`config.mk`:
```
export PLATFORM = sky130hd
export DESIGN_NAME = cv32e41s_wb_trace_fifo
export DESIGN_NICKNAME = d
export VERILOG_FILES = /design/src/rtl/cv32e41s_pkg.sv /design/src/rtl/cv32e41s_trace_ff_fifo.sv /design/src/rtl/cv32e41s_wb_trace_fifo.sv
export SDC_FILE = /design/constraint.sdc
export NUM_CORES = 1
export LEC_CHECK = 0
export ABC_CLOCK_PERIOD_IN_PS = 19900
export CAP_MARGIN = 20
export CORE_AREA = 2 2 215 217
export DETAILED_ROUTE_END_ITERATION = 10
export DIE_AREA = 0 0 217 219
export PLACE_DENSITY = 0.83
export SYNTH_ARGS = -nofsm -noshare
export SYNTH_HDL_FRONTEND = slang
export SYNTH_SLANG_ARGS = --single-unit
```
`constraint.sdc`:
```
create_clock -name clk_i -period 19.9 [get_ports clk_i]
set_input_delay 5.97 -clock clk_i [delete_from_list [all_inputs] [get_ports clk_i]]
set_output_delay 5.97 -clock clk_i [all_outputs]
set_load 0.05 [all_outputs]
```
`src/rtl/cv32e41s_pkg.sv`:
```
// Shared types for the WB trace FIFO slice: the EX/WB pipeline view it consumes
// and the trace record it produces.
package cv32e41s_pkg;

  localparam int unsigned TRACE_SEQ_W_MAX  = 16;
  localparam int unsigned TRACE_HART_W     = 4;
  localparam int unsigned TRACE_DROP_CNT_W = 16;

  typedef struct packed {
    logic [31:0] rdata;
  } obi_inst_resp_t;

  typedef struct packed {
    obi_inst_resp_t bus_resp;
  } inst_resp_t;

  typedef struct packed {
    logic        instr_valid;
    logic [31:0] pc;
    inst_resp_t  instr;
    logic        illegal_insn;
  } ex_wb_pipe_t;

  // seq is sized for the widest counter; narrower counters are zero-extended
  typedef struct packed {
    logic [TRACE_SEQ_W_MAX-1:0] seq;
    logic [31:0]                pc;
    logic [31:0]                instr;
    logic                       illegal;
    logic [TRACE_HART_W-1:0]    hart;
    logic                       gap;
  } trace_rec_t;

endpackage

```
`src/rtl/cv32e41s_trace_ff_fifo.sv`:
```
// Generic synchronous FIFO, registered write, head entry presented combinationally.
module cv32e41s_trace_ff_fifo #(
  parameter int unsigned DEPTH = 8,
  parameter type         T     = logic
) (
  input  logic                     clk_i,
  input  logic                     rst_i,
  input  logic                     push_i,
  input  T                         data_i,
  input  logic                     pop_i,
  output T                         data_o,
  output logic                     full_o,
  output logic                     empty_o,
  output logic [$clog2(DEPTH):0]   level_o
);

  localparam int unsigned AW = $clog2(DEPTH);
  localparam int unsigned LW = AW + 1;

  T                mem_q [DEPTH];
  logic [AW-1:0]   wptr_q, wptr_d;
  logic [AW-1:0]   rptr_q, rptr_d;
  logic [LW-1:0]   level_q, level_d;

  assign full_o  = (level_q == LW'(DEPTH));
  assign empty_o = (level_q == '0);
  assign level_o = level_q;
  assign data_o  = empty_o ? T'('0) : mem_q[rptr_q];

  // DEPTH is a power of two, so pointers wrap naturally
  always_comb begin
    wptr_d  = wptr_q;
    rptr_d  = rptr_q;
    level_d = level_q;
    if (push_i) wptr_d = wptr_q + AW'(1);
    if (pop_i)  rptr_d = rptr_q + AW'(1);
    level_d = level_q + LW'(push_i) - LW'(pop_i);
  end

  always_ff @(posedge clk_i) begin
    if (rst_i) begin
      wptr_q  <= '0;
      rptr_q  <= '0;
      level_q <= '0;
    end else begin
      wptr_q  <= wptr_d;
      rptr_q  <= rptr_d;
      level_q <= level_d;
    end
  end

  always_ff @(posedge clk_i) begin
    if (push_i) mem_q[wptr_q] <= data_i;
  end

endmodule

```
`src/rtl/cv32e41s_wb_trace_fifo.sv`:
```
// Turns WB retirements into trace records, buffers them, and tracks records
// lost to a full FIFO via a saturating drop counter and a gap marker.
module cv32e41s_wb_trace_fifo
  import cv32e41s_pkg::*;
#(
  parameter int unsigned DEPTH        = 8,
  parameter int unsigned ILLEGAL_ONLY = 0,
  parameter int unsigned SEQ_W        = 16
) (
  input  logic                        clk_i,
  input  logic                        rst_i,
  input  ex_wb_pipe_t                 ex_wb_pipe_i,
  input  logic                        wb_valid_i,
  input  logic [31:0]                 mhartid_i,
  output logic                        rec_valid_o,
  input  logic                        rec_ready_i,
  output trace_rec_t                  rec_o,
  output logic [TRACE_DROP_CNT_W-1:0] drop_cnt_o,
  output logic [$clog2(DEPTH):0]      fifo_level_o
);

  localparam logic [TRACE_DROP_CNT_W-1:0] DROP_MAX = '1;

  logic                        retire, ev, push, pop, drop;
  logic                        full, empty;
  logic [SEQ_W-1:0]            seq_q, seq_d;
  logic                        gap_q, gap_d;
  logic [TRACE_DROP_CNT_W-1:0] drop_cnt_q, drop_cnt_d;
  trace_rec_t                  rec_in;
  logic [27:0]                 unused_hart;

  assign unused_hart = mhartid_i[31:4];

  assign retire = wb_valid_i & ex_wb_pipe_i.instr_valid;
  assign ev     = retire & ((ILLEGAL_ONLY == 0) | ex_wb_pipe_i.illegal_insn);
  assign pop    = ~empty & rec_ready_i;
  assign push   = ev & (~full | pop);
  assign drop   = ev & full & ~pop;

  always_comb begin
    rec_in         = '0;
    rec_in.seq     = TRACE_SEQ_W_MAX'(seq_q);
    rec_in.pc      = ex_wb_pipe_i.pc;
    rec_in.instr   = ex_wb_pipe_i.instr.bus_resp.rdata;
    rec_in.illegal = ex_wb_pipe_i.illegal_insn;
    rec_in.hart    = mhartid_i[TRACE_HART_W-1:0];
    rec_in.gap     = gap_q;
  end

  // Counter advances on filtered retirements too; drop beats accept for gap
  always_comb begin
    seq_d      = seq_q;
    gap_d      = gap_q;
    drop_cnt_d = drop_cnt_q;
    if (retire) seq_d = seq_q + SEQ_W'(1);
    if (drop) begin
      gap_d = 1'b1;
      if (drop_cnt_q != DROP_MAX) drop_cnt_d = drop_cnt_q + TRACE_DROP_CNT_W'(1);
    end else if (push) begin
      gap_d = 1'b0;
    end
  end

  always_ff @(posedge clk_i) begin
    if (rst_i) begin
      seq_q      <= '0;
      gap_q      <= 1'b0;
      drop_cnt_q <= '0;
    end else begin
      seq_q      <= seq_d;
      gap_q      <= gap_d;
      drop_cnt_q <= drop_cnt_d;
    end
  end

  cv32e41s_trace_ff_fifo #(
    .DEPTH (DEPTH),
    .T     (trace_rec_t)
  ) u_fifo (
    .clk_i   (clk_i),
    .rst_i   (rst_i),
    .push_i  (push),
    .data_i  (rec_in),
    .pop_i   (pop),
    .data_o  (rec_o),
    .full_o  (full),
    .empty_o (empty),
    .level_o (fifo_level_o)
  );

  assign rec_valid_o = ~empty;
  assign drop_cnt_o  = drop_cnt_q;

endmodule

```
==> results by stage, run 1 <==
Power:
- Power spread over the standard cell area amounts to 134 mW/mm².
- The worst supply voltage drop on vdd is 0.136 mV.
- The static leakage is 10.3 nW.

STA:
- The final-report setup violation count is 0.
- Between clock sinks in the finished design, the worst skew comes to 14.8 ps.
- The total negative slack for setup checks is 0 ps.
- The worst hold slack after final layout is 511 ps.
- The hold violation count in the final report is 0.
- The fmax is 92.9 MHz.
- The share of the cycle needed by the critical path after routing is 54.1%.
- The actual slew at the worst max-slew pin is 1090 ps.
- In this run the tightest slew margin relative to its limit is 27.6%.
- Setup repair after global routing left no endpoint under its margin.
- The post-layout minimum cycle time is 10760 ps.
- The final worst setup slack is 9140 ps.
- The count of pins over their slew limit is 0.

Synthesis:
- Counting flops with an async set or reset pin after synthesis yields a share of 0%.
- The Yosys warning count is 0.
- Among all cell types in the netlist, the one instantiated most often is sky130_fd_sc_hd__edfxtp_1.
- The total of flip-flops plus latches after synthesis is 734.
- The share of synthesized area occupied by flip-flops and latches is 76.4%.
- The synthesized design spends more area on one cell type than any other, namely sky130_fd_sc_hd__edfxtp_1.
- By count the netlist is led by sky130_fd_sc_hd__edfxtp_1 (688), sky130_fd_sc_hd__mux4_2 (172), sky130_fd_sc_hd__nor2_1 (116), sky130_fd_sc_hd__mux2i_1 (87), sky130_fd_sc_hd__dfxtp_1 (46).
- The synthesized design devotes to its leading area cell type 73.2% of total area.
- The count of mapped cells out of synthesis is 1355.
- The count of flip-flops with a built-in enable after synthesis is 688.
- The cell area that synthesis handed to floorplanning was 0.0282 mm².
- In this run the mean area of a mapped cell was 20.8 µm².
- The post-synth net total is 1468.
- The number of distinct standard cells referenced by the synthesized netlist is 42.
- The most frequently used flop master after synthesis is sky130_fd_sc_hd__edfxtp_1.
- Yosys attributes the largest share of cell area to sky130_fd_sc_hd__edfxtp_1 (73%), sky130_fd_sc_hd__mux4_2 (14%), sky130_fd_sc_hd__dfxtp_1 (3.3%), sky130_fd_sc_hd__mux2i_1 (3.1%), sky130_fd_sc_hd__nor2_1 (1.5%).

Route:
- Across all layers, the routed design uses 14018 vias.
- In the final routed layout, each cell accounts on average for 26.6 µm.
- The pre-antenna-repair detailed-routing pass consisted of 5 iterations.
- The via density per instance is 6.31.
- The detailed router finished its first iteration with 1453 violations.
- The remaining antenna violation count after routing is 0.
- The number of design rule violations left after detail routing is 0.
- The aggregate routed wire length is 59200 µm.

Clocking:
- Gates resized during post-CTS repair numbered 0.
- The sink count of the clock tree is 734.
- TritonCTS built the clock tree.
- The maximum buffer depth of the clock tree is 3.
- In this run the clock root is driven by a sky130_fd_sc_hd__clkbuf_16.
- The clock-pin slew reported for the worst setup and hold paths after clock tree synthesis is 60 ps.
- The post-CTS setup-driven buffer insertion count is 0.
- The H-tree depth is 3.
- At the later pin of the worst-skew pair, clock insertion delay measures 600 ps.
- The cts-stage hold buffer count is 0.
- The number of buffers added by the clock tree synthesis step is 72.

Global route:
- The first global-routing pass estimated 89100 µm of wire.
- The via count of the first global-routing pass came to 14641.
- Across every metal layer, demand over resource in global routing totals 25.6%.
- The remaining global-route overflow is 0.
- The number of antenna violations at the first check in global routing was 2.
- The largest net degree at the start of global routing is 73.

Outcome:
- The flow ran to the end, and the final reports show no timing, DRC or antenna violations.

Floorplanning:
- After floorplanning, the core was sized to cover 0.0451 mm².
- The overall die width is 217 µm.
- The cell row count is 78.
- The die covers 0.0475 mm².
- From bottom edge to top edge, the die measures 219 µm.
- The top-level port count is 209.
- Once the floorplan was initialized, standard cells occupied 62.6% of the core.

Placement:
- The worst slack after detailed placement is 9600 ps.
- Once detailed placement completed, the half-perimeter wirelength came to 29900 µm.
- Input and output buffers added on the ports amount to 180.
- The congestion estimate from routability-driven global placement came to 0.777.

Hold path:
- Counting instances, the worst hold path has a depth of 2.
- The class of the most critical hold timing path is flip-flop to flip-flop.

Setup path:
- The kind of end point of the critical path is a primary output.
- The maximum net fanout on the critical path is 50.
- Measured in cells, the most critical reg-to-reg path has a length of 9.
- The signal arrival time at the worst endpoint is 4790 ps.
- The critical path is of the flip-flop to primary output type.
- The required time reported for the critical path endpoint is 13930 ps.
- The worst setup path is launched from a flip-flop.

Cells and area:
- In the final layout, the share of cells above drive strength 1 is 19.9%.
- In the final design database the tool counted 1679 nets.
- The area overhead of the layout relative to synthesis is 17.1%.

Flow run:
- The max-cap violation count is 0.
## routing by layer
layer  GRT usage [%]  part of all wire [%]  vias to the layer above
met5               0                 0.017                        -
met4            8.52                   2.2                        2
met3            4.85                   6.5                       97
met2            43.3                    52                      575
met1            34.1                    39                     7375
li1                -                     -                     5969
## critical path, cell delays in order, from the launching register on
cell,delay (ps)
sky130_fd_sc_hd__dfxtp_4,820
sky130_fd_sc_hd__buf_4,760
sky130_fd_sc_hd__buf_4,890
sky130_fd_sc_hd__mux4_2,620
sky130_fd_sc_hd__mux2i_1,190
sky130_fd_sc_hd__nor2_1,100
sky130_fd_sc_hd__clkdlybuf4s50_1,750
## final timing paths
check,startpoint,to,slack (ps)
hold reg to reg,drop_cnt_o[11],drop_cnt_o[11],510
setup reg to reg,u_fifo.level_o[2],u_fifo.mem_q[6][7],16050
setup / recovery,flip-flop,rec_o[57],9140
hold / removal,drop_cnt_o[11],drop_cnt_o[11],510
## stage by stage
| stage | utilization (%) | std cells | instance area (µm²) | power (mW) |
|---|---|---|---|---|
| after detailed placement | 68.2 | 2092 | 30800 | 3.14 |
| final | 73.3 | 2222 | 33100 | 4.43 |
| after floorplan | - | 1355 | 28200 | 2.73 |
| after global routing | 73.3 | 2220 | 33000 | 4.58 |
| after global placement | 68.2 | 2092 | 30800 | 3.13 |
| after CTS | 73.3 | 2220 | 33000 | 4.46 |
## logic make-up after synthesis
| group | Yosys count | synth area share (%) |
|---|---|---|
| AOI/OAI and AO/OA | 37 | 0.811 |
| xor gates and xnor gates | 16 | 0.496 |
| adders and majority gates | 11 | 0.514 |
| buffers and inverters | 82 | 1.17 |
| DFF | 734 | 76.4 |
| muxes | 265 | 17.0 |
| and+or+nand+nor | 210 | 3.54 |
## registers in the layout (all words and copies together), names as in the netlist, named ones only
name and count:
u_fifo.level_o 4, drop_cnt_o 16, gap_q 1, u_fifo.mem_q 688
u_fifo.rptr_q 3, seq_q 16, u_fifo.wptr_q 3
## where the power goes
part / switching, mW / leakage, nW / internal [mW]
clock network: 0.546 / 1.12 / 0.770
registers: 0.0439 / 6.69 / 1.72
logic: 0.844 / 2.45 / 0.502
total: 1.43 / 10.3 / 3.00
## area by class of cell
cell class | instances | area, µm²
diodes | 2 | 5.00
clock buffers | 93 | 1990
clock inverters | 35 | 303
fillers | 2477 | 12000
inverters | 14 | 52.6
multi-input cells | 539 | 6380
flip-flops and latches | 734 | 21600
well taps | 600 | 751
repair buffers | 205 | 1980
## cell usage in the layout, fill, tap and decap left out, drive strengths merged, types with 6 or more instances in the layout
master / n
a21oi: 17
buf: 26
clkbuf: 93
clkdlybuf4s50: 179
clkinv: 25
dfxtp: 46
edfxtp: 688
ha: 10
inv: 17
mux2: 6
mux2i: 87
mux4: 172
nand2: 18
nand3: 11
nand4: 11
nor2: 116
nor2b: 8
nor3: 6
nor4: 9
o31ai: 8
or4: 11
xnor2: 8
xor2: 8
Note: power is estimated with default switching activity, not from simulation.
==> run 2, diff against run 1 <==
ABC_CLOCK_PERIOD_IN_PS = 9600   (was 19900)
CORE_AREA = 2 2 234 236   (was 2 2 215 217)
DIE_AREA = 0 0 236 238   (was 0 0 217 219)
PLACE_DENSITY = 0.75   (was 0.83)
clock period = 9.6 ns   (was 19.9 ns; I/O delays follow)
==> run 2 against run 1 <==
  * Non-clock buffer count fell by 1
  * Sequential share of layout area fell by 0.40 points
  * Worst hold slack got worse by 4.8 ps
  * Flip-flop and latch count did not move
  * Global-route usage fell by 5.3 points
  * Clock skew rose by 2.7 ps
  * Core utilization fell by 11 points
  * Clock power rose by 110%
  * Register-to-register slack got worse by 10000 ps
  * Sequential power rose by 110%
  * Critical path type unchanged
  * Critical endpoint is now rec_o[51]
  * Largest power group unchanged
==> results by stage, run 2 (synthesized netlist as in run 1, its figures left out) <==
STA:
- The hold violation count in the final report was 0 (unchanged).
- The total negative slack for setup checks is 0 ps (unchanged).
- The worst hold slack after final layout is 506 ps (-4.82 ps).
- The final worst setup slack came to 2700 ps (-6440 ps).
- The actual slew at the worst max-slew pin is 1120 ps (+36.2 ps).
- The post-layout minimum cycle time is 6900 ps.
- The worst slew margin relative to its limit is 25.2% (-2.4 points).
- The count of pins over their slew limit is 0 (unchanged).
- Setup repair after global routing left no endpoint under its margin.
- Dividing the final minimum period by the clock period gives 71.9%.
- The clock tree skew after final layout was 17.5 ps (+2.70 ps).
- Timing would allow up to 145 MHz.
- The final-report setup violation count was 0 (unchanged).

Floorplanning:
- The initial core utilization came to 52.8% (-9.8 points).
- The overall die width is 236 µm (+8.8%).
- The area of the die was 0.0562 mm² (+18%).
- The vertical die dimension is 238 µm (+8.7%).
- The top-level port count is 209 (unchanged).
- The core outline area came to 0.0535 mm² (+19%).
- The cell row count is 85 (+9.0%).

Setup path:
- The worst stage delay on the critical path is 940 ps (+50 ps).
- The signal arrival time at the worst endpoint is 4020 ps (-770 ps).
- The required time reported for the critical path endpoint is 6720 ps (-7210 ps).
- The maximum net fanout on the critical path was 45 (-10%).
- The signal on the critical path passes through buf_4, mux4_2, mux2i_1, nor2_1, clkdlybuf4s50_1.
- The slowest stage of the critical path belongs to the cell sky130_fd_sc_hd__dfxtp_4.
- The length in cells of the worst reg-to-reg path is 9 (unchanged).
- The kind of cell with the highest combined delay along the critical path is buffers and inverters.
- The kind of end point of the critical path is a primary output.
- The critical path startpoint category is a flip-flop.
- The critical path depth is 5 (-1).
- The buffers plus inverters on the worst setup path came to 2 (-1).
- The kind of critical path is flip-flop to primary output.

Outcome:
- The flow ran to the end, and the final reports show no timing, DRC or antenna violations.

Cells and area:
- The share of final-layout standard cells stronger than drive strength 1 came to 19.9% (-0.025 points).
- In the layout the commonest cells are sky130_fd_sc_hd__edfxtp_1 (688), sky130_fd_sc_hd__clkdlybuf4s50_1 (179), sky130_fd_sc_hd__mux4_2 (172).
- The leading cell type in the layout, fill and taps excluded is sky130_fd_sc_hd__edfxtp_1.
- The net count reported at finish is 1680 (+0.060%).
- The area growth from synthesis to layout is 17.8%.
- The flip-flop count of the largest register, all copies and words added is 688 (unchanged).
- The register with the most flip-flops is u_fifo.mem_q.

Route:
- The aggregate routed wire length was 56100 µm (-5.2%).
- The remaining antenna violation count after routing came to 0 (unchanged).
- The violation count after the first detailed-route iteration was 1054 (-27%).
- The routed length per instance is 24.2 µm (-9.2%).
- The number of search-and-repair iterations in the first detailed-routing pass was 5 (unchanged).
- The via density per instance was 5.90 (-6.5%).
- The number of design rule violations left after detail routing is 0 (unchanged).
- The via count came to 13679 (-2.4%).

Power:
- The combinational group share of total power is 30.0% (-0.4 points).
- The static leakage was 10.3 nW (about the same).
- The internal power of the cells was 6.21 mW (+110%).
- The power share of the clock group is 30.0% (+0.3 points).
- The power density over the cells is 277 mW/mm² (+110%).
- The sequential share of power is 40.1% (+0.2 points).
- The switching share of power is 32.4% (+0.087 points).
- The worst supply voltage drop on vdd is 0.206 mV (+51%).
- The power dissipated by switching net loads came to 2.98 mW (+110%).

Clocking:
- The TritonCTS clock tree is done.
- The total of cells resized after clock tree synthesis is 0 (unchanged).
- The sink count of the clock tree is 734 (unchanged).
- The maximum buffer depth of the clock tree is 3 (unchanged).
- The number of buffers added by the clock tree synthesis step is 74 (+2.8%).
- The clock-pin slew reported for the worst setup and hold paths after clock tree synthesis is 60 ps (about the same).
- The latest clock arrival within the worst-skew pair is 600 ps (about the same).
- The cts-stage hold buffer count is 0 (unchanged).
- Clock tree synthesis selected as its root buffer the cell sky130_fd_sc_hd__clkbuf_16.
- The H-tree depth came to 3 (unchanged).
- The post-CTS setup-driven buffer insertion count is 0 (unchanged).

Placement:
- The detailed placement HPWL is 28700 µm (-4.0%).
- The routability congestion estimate is 0.744 (-4.3%).
- The worst slack after detailed placement came to 2840 ps (-6760 ps).
- The port buffer count was 180 (unchanged).

Global route:
- The largest net degree at the start of global routing is 103 (+41%).
- The number of antenna violations at the first check in global routing is 4 (+2).
- The wire length of the first global-routing pass is 85300 µm (-4.3%).
- The total routing usage reported by global routing was 20.3% (-5.3 points).
- The via count of the first global-routing pass is 14236 (-2.8%).
- The remaining global-route overflow is 0 (unchanged).

Flow run:
- The max-cap violation count is 0 (unchanged).

Hold path:
- The worst hold path belongs to the class flip-flop to flip-flop.
- The number of instances on the worst hold path came to 2 (unchanged).
-- run 2: metrics by stage --
step / std cells / utilization (%) / power (mW) / cell area [µm²]
6_report: 2320 / 62.2 / 9.20 / 33300
5_1_grt: 2319 / 62.2 / 9.54 / 33300
4_1_cts: 2318 / 62.2 / 9.29 / 33300
3_5_place_dp: 2187 / 57.8 / 6.54 / 30900
3_3_place_gp: 2187 / 57.8 / 6.52 / 30900
2_1_floorplan: 1355 / - / 5.65 / 28200
-- run 2: layout make-up --
cell class	count	area [µm²]
Tap cell	696	871
Clock inverter	39	327
Inverter	14	52.6
Fill cell	3612	20200
Antenna cell	2	5.00
Sequential cell	734	21600
Clock buffer	92	2000
Multi-Input combinational cell	539	6390
Timing Repair Buffer	204	2010
-- run 2: tightest hold or removal path, stage by stage (launching register included) --
cell and delay, ps:
sky130_fd_sc_hd__dfxtp_1 320, sky130_fd_sc_hd__xor2_1 80, sky130_fd_sc_hd__nor2_1 70
-- run 2: final timing paths --
check / slack [ps] / end / start
worst min-delay path: 510 / u_fifo.rptr_q[2] / u_fifo.rptr_q[2]
worst max register to register: 5850 / u_fifo.mem_q[6][6] / u_fifo.level_o[2]
worst max-delay path: 2700 / rec_o[51] / flip-flop
worst min register to register: 510 / u_fifo.rptr_q[2] / u_fifo.rptr_q[2]
-- run 2: power by group through the flow --
| stage | Clock [mW] | Combinational [mW] | Sequential, mW |
|---|---|---|---|
| after detailed placement | 0 | 2.78 | 3.76 |
| after CTS | 2.80 | 2.80 | 3.69 |
| after floorplan | 0 | 1.96 | 3.70 |
| after global routing | 2.94 | 2.90 | 3.70 |
| final | 2.76 | 2.76 | 3.69 |
| after global placement | 0 | 2.77 | 3.75 |
-- run 2: per-layer routing --
| metal | GRT usage (%) | wire length [µm] | vias up |
|---|---|---|---|
| met5 | 0 | 27 | - |
| met4 | 5.56 | 1040 | 4 |
| met2 | 33.0 | 27700 | 430 |
| li1 | - | - | 5982 |
| met1 | 28.1 | 23500 | 7185 |
| met3 | 4.63 | 3910 | 78 |
